[config.mk]
export PLATFORM = sky130hd
export DESIGN_NAME = gpio_irq_controller_flat
export DESIGN_NICKNAME = d
export VERILOG_FILES = /design/src/rtl/gpio_irq_controller_if.sv /design/src/rtl/gpio_irq_controller.sv /design/src/flat_wrapper.sv
export SDC_FILE = /design/constraint.sdc
export NUM_CORES = 1
export LEC_CHECK = 0
export ABC_AREA = 1
export CORE_UTILIZATION = 52
export CTS_BUF_LIST = sky130_fd_sc_hd__clkbuf_8 sky130_fd_sc_hd__clkbuf_16
export DETAILED_ROUTE_END_ITERATION = 8
export GPL_TIMING_DRIVEN = 0
export PLACE_DENSITY = 0.8
export REMOVE_ABC_BUFFERS = 1
export SYNTH_ARGS = -nofsm -noshare
export SYNTH_HDL_FRONTEND = slang
export SYNTH_SLANG_ARGS = --single-unit
[constraint.sdc]
create_clock -name clk -period 3.9 [get_ports clk]
set_input_delay 0.78 -clock clk [delete_from_list [all_inputs] [get_ports clk]]
set_output_delay 0.78 -clock clk [all_outputs]
set_load 0.01 [all_outputs]
[src/rtl/gpio_irq_controller_if.sv]
// ============================================================================
// Module      : gpio_irq_controller_if
// Description : Register bus bundle between the bus decoder and the GPIO IRQ block.
// Revision    : 1.0 - initial release
// ============================================================================
`default_nettype none

interface gpio_irq_controller_if;
    logic [15:0] data_bus_write;
    logic [15:0] data_bus_read;
    logic [31:0] data_bus_addr;
    logic [1:0]  data_bus_mode;
    logic        data_bus_select;

    modport master (
        output data_bus_write,
        output data_bus_addr,
        output data_bus_mode,
        output data_bus_select,
        input  data_bus_read
    );

    modport slave (
        input  data_bus_write,
        input  data_bus_addr,
        input  data_bus_mode,
        input  data_bus_select,
        output data_bus_read
    );
endinterface

`default_nettype wire

[src/rtl/gpio_irq_controller.sv]
// ============================================================================
// Module      : gpio_irq_controller
// Description : 16-pin edge-detecting interrupt controller with W1C pending
//               register and a one-request-at-a-time ack handshake.
// Revision    : 1.0 - initial release
// ============================================================================
`default_nettype none

module gpio_irq_controller (
    input  wire logic                  clk,
    input  wire logic                  reset,
    gpio_irq_controller_if.slave       bus,
    input  wire logic [15:0]           pin_state,
    output logic                       irq,
    output logic [3:0]                 irq_cause,
    input  wire logic                  irq_ack
);

    localparam logic [1:0]  C_S_IDLE   = 2'd0;
    localparam logic [1:0]  C_S_ASSERT = 2'd1;
    localparam logic [1:0]  C_S_GAP    = 2'd2;

    localparam logic [31:0] C_ADDR_IRQ_ENABLE = 32'h0000_4040;
    localparam logic [31:0] C_ADDR_RISE_EN    = 32'h0000_4044;
    localparam logic [31:0] C_ADDR_FALL_EN    = 32'h0000_4048;
    localparam logic [31:0] C_ADDR_PENDING    = 32'h0000_404C;
    localparam logic [31:0] C_ADDR_STATUS     = 32'h0000_4050;

    logic [15:0] irq_enable_q, irq_enable_d;
    logic [15:0] rise_en_q,    rise_en_d;
    logic [15:0] fall_en_q,    fall_en_d;
    logic [15:0] pending_q,    pending_d;
    logic [15:0] prev_state_q, prev_state_d;
    logic        primed_q,     primed_d;
    logic [1:0]  state_q,      state_d;
    logic [3:0]  cause_q,      cause_d;

    logic        w_wr_en;
    logic [15:0] w_w1c_mask;
    logic [15:0] w_rise;
    logic [15:0] w_fall;
    logic [15:0] w_ack_clear;
    logic [15:0] w_req;
    logic [3:0]  w_lowest;

    assign w_wr_en = bus.data_bus_select && (bus.data_bus_mode == 2'b10);

    // Register file, edge detection and pending update
    always_comb begin
        irq_enable_d = irq_enable_q;
        rise_en_d    = rise_en_q;
        fall_en_d    = fall_en_q;
        w_w1c_mask   = '0;
        if (w_wr_en) begin
            case (bus.data_bus_addr)
                C_ADDR_IRQ_ENABLE: irq_enable_d = bus.data_bus_write;
                C_ADDR_RISE_EN:    rise_en_d    = bus.data_bus_write;
                C_ADDR_FALL_EN:    fall_en_d    = bus.data_bus_write;
                C_ADDR_PENDING:    w_w1c_mask   = bus.data_bus_write;
                default:           ;
            endcase
        end

        // prev_state is meaningless until one sample has been taken after reset
        w_rise = primed_q ? (pin_state & ~prev_state_q) : '0;
        w_fall = primed_q ? (~pin_state & prev_state_q) : '0;

        // OR-ing new edges last lets a same-cycle edge beat any clear
        pending_d    = (pending_q & ~w_w1c_mask & ~w_ack_clear)
                     | (w_rise & rise_en_q) | (w_fall & fall_en_q);
        prev_state_d = pin_state;
        primed_d     = 1'b1;
    end

    always_ff @(posedge clk or posedge reset) begin
        if (reset) begin
            irq_enable_q <= '0;
            rise_en_q    <= '0;
            fall_en_q    <= '0;
            pending_q    <= '0;
            prev_state_q <= '0;
            primed_q     <= 1'b0;
        end else begin
            irq_enable_q <= irq_enable_d;
            rise_en_q    <= rise_en_d;
            fall_en_q    <= fall_en_d;
            pending_q    <= pending_d;
            prev_state_q <= prev_state_d;
            primed_q     <= primed_d;
        end
    end

    assign w_req = pending_q & irq_enable_q;

    always_comb begin
        w_lowest = 4'd0;
        for (int i = 15; i >= 0; i--) begin
            if (w_req[i]) w_lowest = 4'(i);
        end
    end

    // FSM: state register
    always_ff @(posedge clk or posedge reset) begin
        if (reset) begin
            state_q <= C_S_IDLE;
            cause_q <= 4'd0;
        end else begin
            state_q <= state_d;
            cause_q <= cause_d;
        end
    end

    // FSM: next state. GAP already guarantees the low cycle, so it may launch the next request.
    always_comb begin
        state_d = state_q;
        cause_d = cause_q;
        case (state_q)
            C_S_IDLE, C_S_GAP: begin
                if (|w_req) begin
                    state_d = C_S_ASSERT;
                    cause_d = w_lowest;
                end else begin
                    state_d = C_S_IDLE;
                end
            end
            C_S_ASSERT: begin
                if (irq_ack) state_d = C_S_GAP;
            end
            default: state_d = C_S_IDLE;
        endcase
    end

    // FSM: outputs
    always_comb begin
        irq         = (state_q == C_S_ASSERT);
        irq_cause   = cause_q;
        w_ack_clear = (irq && irq_ack) ? (16'd1 << cause_q) : 16'd0;
    end

    always_comb begin
        case (bus.data_bus_addr)
            C_ADDR_IRQ_ENABLE: bus.data_bus_read = irq_enable_q;
            C_ADDR_RISE_EN:    bus.data_bus_read = rise_en_q;
            C_ADDR_FALL_EN:    bus.data_bus_read = fall_en_q;
            C_ADDR_PENDING:    bus.data_bus_read = pending_q;
            C_ADDR_STATUS:     bus.data_bus_read = {irq, 11'd0, irq_cause};
            default:           bus.data_bus_read = 16'd0;
        endcase
    end

endmodule

`default_nettype wire
[src/flat_wrapper.sv]
// flat-port wrapper written by rule: the top's interface ports become plain ports
module gpio_irq_controller_flat 
  (clk, reset, pin_state, irq, irq_cause, irq_ack, bus_data_bus_write, bus_data_bus_addr, bus_data_bus_mode, bus_data_bus_select, bus_data_bus_read);
  gpio_irq_controller_if bus_i ();
  input  wire logic clk;
  input  wire logic reset;
  input  wire logic [15:0] pin_state;
  output logic irq;
  output logic [3:0] irq_cause;
  input  wire logic irq_ack;
  input wire logic [$bits(bus_i.data_bus_write)-1:0] bus_data_bus_write;
  input wire logic [$bits(bus_i.data_bus_addr)-1:0] bus_data_bus_addr;
  input wire logic [$bits(bus_i.data_bus_mode)-1:0] bus_data_bus_mode;
  input wire logic [$bits(bus_i.data_bus_select)-1:0] bus_data_bus_select;
  output wire logic [$bits(bus_i.data_bus_read)-1:0] bus_data_bus_read;
  assign bus_i.data_bus_write = bus_data_bus_write;
  assign bus_i.data_bus_addr = bus_data_bus_addr;
  assign bus_i.data_bus_mode = bus_data_bus_mode;
  assign bus_i.data_bus_select = bus_data_bus_select;
  assign bus_data_bus_read = bus_i.data_bus_read;
  gpio_irq_controller u_core (.clk(clk), .reset(reset), .bus(bus_i), .pin_state(pin_state), .irq(irq), .irq_cause(irq_cause), .irq_ack(irq_ack));
endmodule
## Yosys cells after proc, flatten, opt, wreduce, memory -nomap -nowiden

Cells that the tools add are included.

| word-level totals | value |
|---|---|
| register bits | 87 |
| input bits | 70 |
| output and inout bits | 21 |
| word-level logic and storage cells | 65 |

| operators by class | value |
|---|---|
| equality and inequality tests | 9 |
| shift-type cells | 1 |
| mux-type cells | 25 |
| bitwise gates (word level) | 13 |
| reduce and logical (&&, ||, !) cells | 9 |

Operators with widths:

| kind | count |
|---|---|
| equality test 32 x 15 -> 1 bit, second input constant | 5 |
| bitwise AND 16 bit | 7 |
| two-way mux 16 bit | 5 |
| case mux 16 bit (5 select lines) | 1 |
| two-way mux 4 bit | 16 |
| NOT 16 bit | 4 |
| bitwise OR 16 bit | 2 |
| OR reduction 16 bit | 1 |
| left shift 1 x 4 -> 16 bit, first input constant | 1 |
| AND reduction 2 bit | 4 |
| equality test 2 bit, second input constant | 2 |
| case mux 2 bit (2 select lines) | 1 |
| equality test 2 x 1 -> 1 bit, second input constant | 1 |
| logical AND 1 bit | 2 |
| logical NOT 2 bit | 1 |
| two-way mux 2 bit | 1 |
| != test 2 x 1 -> 1 bit, second input constant | 1 |
| OR reduction 2 bit | 1 |
| two-way mux 1 bit | 1 |

## Depth between registers and ports, before layout

Gate-level depths: netlist of the first run.

| logic depth | value |
|---|---|
| depth after elaboration | 17 |
| mapped depth | 18 |
| gate-level depth less buffers | 18 |

## Least setup slack after synthesis of the first run

Ideal clock, no wire load.

| path | value |
|---|---|
| path type | input to output |
| start | in bus_data_bus_addr[31] |
| end | out bus_data_bus_read[12] |
| data arrival time | 2.057 ns |
| required time | 3.120 ns |
| setup slack | 1.063 ns |
| cell stages on the path | 8 |
| buffers on the path | 1 |
| path through | nor2_1 > nand2_1 > nor2_2 > nand2_2 > nor3_4 > nand3_2 > buf_6 > o2111ai_1 |

| between the ends | value |
|---|---|
| longest elaborated chain between the ends | 2 |
| elaborated cells on any way between the ends | 6 |
| classes of those cells | 5 x eq/ne; 1 x mux |

RTL lines:

| what | line | text |
|---|---|---|
| from (decl) | flat_wrapper.sv:12 | `input wire logic [$bits(bus_i.data_bus_addr)-1:0] bus_data_bus_addr;` |
| equality test 32 x 15 -> 1 bit | gpio_irq_controller.sv:141 | `case (bus.data_bus_addr)` |
| case mux 16 bit (5 select lines) (*) | gpio_irq_controller.sv:141 |  |
| to (decl) | flat_wrapper.sv:15 | `output wire logic [$bits(bus_i.data_bus_read)-1:0] bus_data_bus_read;` |

Mark *: on every way between the ends. The rest lies on a longest branch, timed or not.

## Final worst setup path of the first run

| path | value |
|---|---|
| start | in bus_data_bus_addr[31] |
| end | out bus_data_bus_read[2] |

Same word-level chain as after synthesis.

==> flow_summary.toml, run 1 <==
[synth]
synthAdderAreaFrac = 0
yosysTopAreaCell = "dfrtp_1"
avgSynthCellArea_um2 = 8.271
yosysSeqAreaShare = 0.4742
synthSimpleGateAreaFrac = 0.2071
synthMuxAreaShare = 0
synth.area.top_cells = "dfrtp_1 47%, nand2_1 11%, inv_1 5.9%, o21ai_2 4.8%, o21ai_1 4.1%"
ys.flop_type = "dfrtp_1"
synth_top_area_frac = 0.4742
synth-edff-count = 0
yosysUniqueCellTypes = 37
synth_area_mm2 = 0.004591
syn-instance-count = 555
synthXorXnorAreaFrac = 0
synth_top_family_by_area = "compound AO/OA/AOI/OAI gates"
yosys_warnings = 0
ys_ff_latch = 87
synthArstFlopShare = 1.000
synth_compound_area_frac = 0.2229

[drt]
drt_iter0_drc = 377
drc = 0
viasPerCell = 5.794
firstDrtPassIters = 5
wirelength_mm = 13.25
vias = 4409
wl_per_cell_um = 17.41
antenna_left = 0

[floorplanning]
die_y_um = 95.96
core_mm2 = 0.008382
ios = 91
dieArea_mm2 = 0.009208
die_w_um = 95.96
start_util = 0.5477
rows = 33

[sta]
hold_viol_final = 0
fin_crit_sh = 0.9952
slew_violations = 0
fin_setup_tns_ps = 0
period_minus_slack_ps = 3881
fin_skew_ps = 14.43
rsz0062_at_grt = "true"
fin_ws_ps = 18.57
worst_pin_slew_ps = 1120
max_freq_mhz = 257.6
final-setup-viol-count = 0
relSlewSlack = 0.2525

[clock_network]
postCtsHoldBufs = 0
cts.path.max_buffers = 2
cts_root_buf = "clkbuf_8"
cts_sinks = 87
cts_tree = "done"
cts_inserted_buffers = 9
clkLatencyLatePin_ps = 360
htree_num_levels = 3
clk_pin_slew_ps = 90

[grt]
grt_max_degree = 58
grt_pass1_vias = 4105
antenna_found_initial = 0
met3_usage = 0.06319
overflow = 0
grtUsageTotal = 0.2904
met2_usage = 0.4940
grt.busiest_layer = "met2"
grt_pass1_wl_mm = 19.80
use_met1 = 0.3687

[power_and_ir_drop]
p_per_area_mw_per_mm2 = 280.7
power_leakage_uw = 0.002846
worst_ir_drop_vdd_uv = 203.3

[cells_and_area]
drive_gt1_frac = 0.1357
antenna_cells = 0
syn_to_final_growth_pct = 29.65
fin_area_mm2 = 0.005952
fin_nets = 721
fin_cells = 761

[setup_path]
path_cells = "clkdlybuf4s50_1, nor2_1, nand2_1, nor2_2, nand2_2, nor3_4, buf_6, nand3_4, o22ai_1, inv_1, nand2_1, clkdlybuf4s50_1"
crit_fanout = 7
cp_data_required_time_ps = 3120
worstPathArrival_ps = 3100
critPathSlowestCell = "clkdlybuf4s50_1"
path_class = "in -> out"
critPathLaunchType = "input port"
critPathMaxStageDelay_ps = 540
end_kind = "output port"

[placement]
placed_area_mm2 = 0.005495
gp_congestion = 0.8708
place_inst = 730
port_buffers = 90
dp_slack_ps = -597.6
hpwl_mm = 8.220

[min_path]
min_path_type = "reg -> reg"

[run]
max_cap_violations = 0

[outcome]
status = "complete, no violations"
[where the power goes]
part / total [µW] / leakage, µW / switching [µW] / internal [µW]
combinational: 141 / 0.00165 / 67.4 / 74.0
sequential: 918 / 0.00109 / 7.82 / 910
clock: 611 / 0.0000996 / 351 / 261
[worst max-delay path: cells and delay by family]
family	cells	cell delay, ps
compound gates	1	220
buf+inv	4	1200
simple gates	7	910
[metal layers]
metal / vias to the layer above / share of wire
met2: 219 / 0.50
met1: 2090 / 0.39
li1: 2064 / -
met3: 36 / 0.078
met5: - / 0
met4: 0 / 0.031
[registers in the layout, indices dropped and copies added, names as in the netlist]
signal	flops
u_core.irq_enable_q	16
u_core.prev_state_q	16
u_core.state_q	2
u_core.fall_en_q	16
u_core.pending_q	16
u_core.primed_q	1
u_core.rise_en_q	16
u_core.irq_cause	4
[area by class of cell]
| type | instances | area, µm² |
|---|---|---|
| Sequential cell | 87 | 2177 |
| Inverter | 74 | 296.5 |
| Clock inverter | 6 | 51.30 |
| Timing Repair Buffer | 102 | 1076 |
| Multi-Input combinational cell | 376 | 2076 |
| Tap cell | 105 | 131.4 |
| Timing Repair inverter | 1 | 6.256 |
| Fill cell | 660 | 2430 |
| Clock buffer | 10 | 137.6 |
[cell usage after synthesis, types with 3 or more instances]
library cell / instances
a211o_1: 7
a21oi_1: 25
a31oi_1: 6
buf_2: 6
buf_6: 9
clkbuf_1: 5
dfrtp_1: 87
inv_1: 72
nand2_1: 137
nand2_2: 7
nand3_1: 6
nand3_2: 3
nand3b_1: 3
nand4_1: 9
nor2_1: 32
nor2_2: 3
nor3_1: 6
o2111ai_1: 4
o211ai_1: 3
o21ai_0: 29
o21ai_1: 38
o21ai_2: 25
o221ai_1: 6
o22ai_1: 11
o22ai_2: 4
[metrics by stage]
| stage | hold slack, ps | power (µW) | utilization |
|---|---|---|---|
| floorplan | 458.8 | 976.9 | - |
| global placement | 471.4 | 1065 | 0.6520 |
| detailed placement | 477.9 | 1073 | 0.6556 |
| CTS | 499.7 | 1677 | 0.6906 |
| global route | 531.9 | 1734 | 0.7101 |
| finish | 497.8 | 1671 | 0.7101 |
[layout by cell type, fill, tap and decap left out, types with 2 or more instances in the layout]
cell type / Yosys / routed
nand2_2: 7 / 7
o22ai_2: 4 / 6
inv_6: 0 / 3
nand3_4: 1 / 6
nor3_1: 6 / 6
nand4_1: 9 / 9
o211ai_1: 3 / 3
dlymetal6s2s_1: 0 / 12
buf_4: 0 / 6
dfrtp_1: 87 / 87
o22ai_1: 11 / 9
clkinv_4: 0 / 2
clkdlybuf4s50_1: 0 / 77
nand3b_1: 3 / 3
o21ai_1: 38 / 38
o221ai_1: 6 / 6
clkbuf_8: 0 / 10
o21ai_2: 25 / 25
buf_6: 9 / 3
a31oi_1: 6 / 6
nand3_2: 3 / 3
o21ai_0: 29 / 29
a211o_1: 7 / 7
o2111ai_1: 4 / 4
nand2_1: 137 / 137
nor2_2: 3 / 4
nand3_1: 6 / 4
buf_12: 0 / 2
inv_1: 72 / 70
inv_8: 0 / 2
nor2_1: 32 / 31
inv_4: 0 / 2
a21oi_1: 25 / 25
[cell families after synthesis]
| family | Yosys count |
|---|---|
| AND/OR/NAND/NOR | 212 |
| flip-flops | 87 |
| AO/OA/AOI/OAI | 160 |
| buffers and inverters | 95 |
| other | 1 |
[path summary, 6_finish.rpt]
kind | start | endpoint | slack (ps) | cells past startpoint
worst min register to register | u_core.rise_en_q[12] | u_core.rise_en_q[12] | 500 | 2
worst max-delay path | bus_data_bus_addr[31] | bus_data_bus_read[2] | 20 | 12
worst max register to register | u_core.state_q[1] | u_core.pending_q[7] | 2190 | 6
max in group asynchronous | reset | u_core.fall_en_q[7] | 2520 | 3
min in group asynchronous | reset | u_core.rise_en_q[1] | 760 | 2
worst min-delay path | u_core.rise_en_q[12] | u_core.rise_en_q[12] | 500 | 2
[timing repair]
item	CTS	global route
resized for setup	8	27
hold endpoints to repair	0	0
setup buffers	6	5
pin swaps	1	2
gates cloned	2	2
endpoints found under the setup margin	16	16
Power figures use the tool's default switching activity.
==> inputs of run 2 (changes only) <==
Settings changed: CORE_MARGIN set to 5, MAX_ROUTING_LAYER set to met4.
Clock period 3.9 ns to 4.4 ns, I/O delays scaled along.
==> flow_summary.toml, run 2 (synthesized netlist as in run 1, its figures left out) <==
[outcome]
status = "complete, no violations"

[floorplanning]
dieArea_mm2 = 0.01081
core_mm2 = 0.008678
start_util = 0.5290
die_y_um = 104.0
ios = 91
rows = 34
die_w_um = 104.0

[drt]
wirelength_mm = 12.52
antenna_left = 0
drc = 0
viasPerCell = 5.634
drt_iter0_drc = 313
firstDrtPassIters = 7
vias = 4254
wl_per_cell_um = 16.58

[clock_network]
cts_inserted_buffers = 9
htree_num_levels = 3
clkLatencyLatePin_ps = 360
postCtsHoldBufs = 0
cts_sinks = 87
cts_tree = "done"
cts.path.max_buffers = 2
clk_pin_slew_ps = 100
cts_root_buf = "clkbuf_8"

[grt]
grt_pass1_wl_mm = 20.47
grt_pass1_vias = 4258
grtUsageTotal = 0.2373
grt_max_degree = 75
overflow = 0
antenna_found_initial = 0

[cells_and_area]
antenna_cells = 0
most-common-layout-cells = "137 x nand2_1, 90 x clkdlybuf4s50_1, 87 x dfrtp_1"
fin_cells = 755
fillers = 738
drive_gt1_frac = 0.1144
syn_to_final_growth_pct = 25.81
layout_commonest_cell = "nand2_1"
utilization = 0.6655
fin_nets = 712

[sta]
max_freq_mhz = 233.0
fin_skew_ps = 8.921
fin_crit_sh = 0.9753
hold_viol_final = 0
final-setup-viol-count = 0
fin_setup_tns_ps = 0
period_minus_slack_ps = 4291
slew_violations = 0
worst_pin_slew_ps = 1146
whs_ps = 496.7
relSlewSlack = 0.2351

[setup_path]
cp_data_required_time_ps = 3520
reg2reg_from = "u_core.state_q[0]"
r2r_end = "u_core.pending_q[7]"
path_class = "in -> out"
reg2reg_slack_ps = 2620
worstPathArrival_ps = 3410
critPathLaunchType = "input port"
crit_fanout = 9
end_kind = "output port"
r2r_cells = 7

[min_path]
hp-start = "u_core.rise_en_q[14]"
min_path_cells = 2
min_path_type = "reg -> reg"
hold_end = "u_core.rise_en_q[14]"

[power_and_ir_drop]
totalPowerFinal_uw = 1476
p_per_area_mw_per_mm2 = 255.5
worst_ir_drop_vdd_uv = 205.5
power_leakage_uw = 0.002572

[placement]
port_buffers = 90
hpwl_mm = 8.491
place_inst = 733
gp_congestion = 0.9044

[run]
max_cap_violations = 0
run 2: cell count changes in the layout (fill, tap and decap cells not counted), moves of 2 or more:
cell             change
clkinv_4             -2
dlymetal6s2s_1      -12
nand3_4              -3
clkinvlp_4           +2
o22ai_1              +2
clkdlybuf4s50_1     +13
nand3_1              +2
buf_4                -2
o22ai_2              -2
buf_6                -3
run 2: per-stage QoR:
step	instance area, µm²	setup WS, ps
global placement	5469	-299.5
finish	5776	108.9
CTS	5720	141.7
floorplan	4433	1087
global route	5776	-0.2134
detailed placement	5499	-328.9
run 2: layer usage:
| layer | up-vias | track usage | share of wire |
|---|---|---|---|
| met2 | 184 | 0.3784 | 0.49 |
| met1 | 2004 | 0.3000 | 0.42 |
| li1 | 2029 | - | - |
| met4 | 0 | 0.09251 | 0.032 |
| met5 | - | - | 0 |
| met3 | 37 | 0.04531 | 0.061 |
run 2: how the worst max path moves through the flow:
stage	startpoint	end	slack, ps	cells after the start
floorplan	bus_data_bus_addr[31]	bus_data_bus_read[12]	1090	7
global placement	bus_data_bus_addr[31]	bus_data_bus_read[8]	-300	9
detailed placement	bus_data_bus_addr[31]	bus_data_bus_read[0]	-330	11
CTS	bus_data_bus_addr[3]	bus_data_bus_read[0]	140	7
global route	bus_data_bus_addr[3]	bus_data_bus_read[2]	-0.2	9
finish	bus_data_bus_addr[3]	bus_data_bus_read[3]	110	7
run 2: layout make-up:
cell class / instances / area [µm²] / area share
Clock buffer: 9 / 123.9 / 0.02145
Clock inverter: 7 / 67.56 / 0.01170
Inverter: 74 / 289.0 / 0.05004
Multi-Input combinational cell: 374 / 2004 / 0.3471
Sequential cell: 87 / 2177 / 0.3770
Tap cell: 108 / 135.1 / 0.02340
Timing Repair Buffer: 96 / 978.4 / 0.1694
run 2: critical path, stage by stage:
cell             delay (ps)
clkdlybuf4s50_1         680
clkinvlp_4              370
nand2_1                  80
nor3_1                  170
nand3_1                 310
o211ai_1                340
clkdlybuf4s50_1         590
run 2: power breakdown:
| group | internal (µW) | switching (µW) |
|---|---|---|
| sequential | 807 | 7.17 |
| combinational | 65.7 | 56.8 |
| clock | 218 | 321 |
| total | 1090 | 385 |
run 2: what timing repair did:
action	4_1_cts	5_1_grt
gates cloned	0	1
setup buffers	3	2
endpoints found under the hold margin	0	0
pin swaps	1	0
resized for setup	1	6
setup endpoints to repair	16	12
==> inputs of run 3 (changes only) <==
Settings changed: RECOVER_POWER set to 25.
==> flow_summary.toml, run 3 (synthesized netlist as in run 1, its figures left out) <==
[outcome]
status = "complete, but fails checks"
violations = "max-capacitance violations, max-slew violations"

[grt]
grt_pass1_vias = 4258
grt_max_degree = 75
overflow = 0
grtUsageTotal = 0.2373
grt_pass1_wl_mm = 20.47
antenna_found_initial = 0

[sta]
hold_viol_final = 0
period_minus_slack_ps = 4309
fin_ws_ps = 91.04
whs_ps = 494.7
worst_pin_slew_ps = 1815
fin_skew_ps = 10.95
fin_crit_sh = 0.9793
relSlewSlack = -0.2102
max_freq_mhz = 232.1
final-setup-viol-count = 0
slew_violations = 75
fin_setup_tns_ps = 0

[placement]
port_buffers = 90
placed_area_mm2 = 0.005499
hpwl_mm = 8.491
dp_slack_ps = -328.9
gp_congestion = 0.9044

[drt]
firstDrtPassIters = 5
viasPerCell = 5.592
drt_iter0_drc = 295
drc = 0
wl_per_cell_um = 16.60
vias = 4222
antenna_left = 0
wirelength_mm = 12.53

[floorplanning]
die_y_um = 104.0
rows = 34
die_w_um = 104.0
start_util = 0.5290
core_mm2 = 0.008678
ios = 91
dieArea_mm2 = 0.01081

[cells_and_area]
antenna_cells = 0
fin_area_mm2 = 0.005752
fin_nets = 712
most-common-layout-cells = "137 x nand2_1, 87 x dfrtp_1, 72 x clkdlybuf4s50_1"
layout_commonest_cell = "nand2_1"
utilization = 0.6628
drive_gt1_frac = 0.1144
syn_to_final_growth_pct = 25.29

[setup_path]
end_kind = "output port"
crit_fanout = 9
path_class = "in -> out"
r2r_end = "u_core.pending_q[7]"
r2r_cells = 7
reg2reg_slack_ps = 2610
reg2reg_from = "u_core.state_q[0]"
critPathLaunchType = "input port"
cp_data_required_time_ps = 3520
worstPathArrival_ps = 3430

[power_and_ir_drop]
switching_share = 0.2634
power_leakage_uw = 0.002564
seq_power_share = 0.552
intPower_uw = 1086
pwr-share-comb = 0.079
worst_ir_drop_vdd_uv = 207.0
clkPwrFrac = 0.369
p_switching_uw = 388.1
p_per_area_mw_per_mm2 = 256.2

[min_path]
hp-start = "u_core.rise_en_q[12]"
min_path_type = "reg -> reg"
min_path_cells = 2
hold_end = "u_core.rise_en_q[12]"

[clock_network]
cts_root_buf = "clkbuf_8"
cts_tree = "done"
clk_pin_slew_ps = 90
cts.path.max_buffers = 2
clkLatencyLatePin_ps = 360
postCtsHoldBufs = 0
htree_num_levels = 3
cts_sinks = 87
cts_inserted_buffers = 9

[run]
max_cap_violations = 1
[run 3: worst max-delay path by stage]
stage	start	end	slack [ps]	cells past startpoint
3_5_place_dp	bus_data_bus_addr[31]	bus_data_bus_read[0]	-330	11
3_3_place_gp	bus_data_bus_addr[31]	bus_data_bus_read[8]	-300	9
6_report	bus_data_bus_addr[3]	bus_data_bus_read[3]	90	7
5_1_grt	bus_data_bus_addr[3]	bus_data_bus_read[2]	-0.2	9
2_1_floorplan	bus_data_bus_addr[31]	bus_data_bus_read[12]	1090	7
4_1_cts	bus_data_bus_addr[3]	bus_data_bus_read[0]	140	7
[run 3: worst max-delay path, cell delays in order]
cell and delay [ps]:
clkdlybuf4s50_1 690, clkinvlp_4 370, nand2_1 80, nor3_1 170, nand3_1 310, o211ai_1 340, clkdlybuf4s50_1 590
[run 3: final cells by class]
| type | count | area (µm²) |
|---|---|---|
| clock buffers | 9 | 123.9 |
| clock inverters | 7 | 67.56 |
| fillers | 742 | 2927 |
| inverters | 74 | 287.8 |
| multi-input cells | 374 | 2004 |
| flip-flops and latches | 87 | 2177 |
| well taps | 108 | 135.1 |
| repair buffers | 96 | 955.9 |
[run 3: power groups by stage]
stage,Clock (µW),Sequential (µW),Combinational [µW]
2_1_floorplan,0,827,38.9
3_3_place_gp,0,829,116
3_5_place_dp,0,829,122
4_1_cts,549,814,122
5_1_grt,585,815,130
6_report,543,814,116
[run 3: timing repair]
action / CTS / global route
setup endpoints to repair: 16 / 12
setup buffers: 3 / 2
gates resized for setup: 1 / 6
cloned: 0 / 1
pin swaps: 1 / 0
[run 3: stage by stage]
stage	total power (µW)	cells
detailed placement	951.0	733
CTS	1485	752
finish	1474	755
global route	1530	755
floorplan	865.9	534
global placement	945.1	732
[run 3: routing by layer]
| metal | share of wire | up-vias | GRT usage |
|---|---|---|---|
| met2 | 0.49 | 157 | 0.3784 |
| met1 | 0.43 | 1996 | 0.3000 |
| met3 | 0.050 | 39 | 0.04531 |
| met5 | 0 | - | - |
| met4 | 0.032 | 0 | 0.09251 |
| li1 | - | 2030 | - |
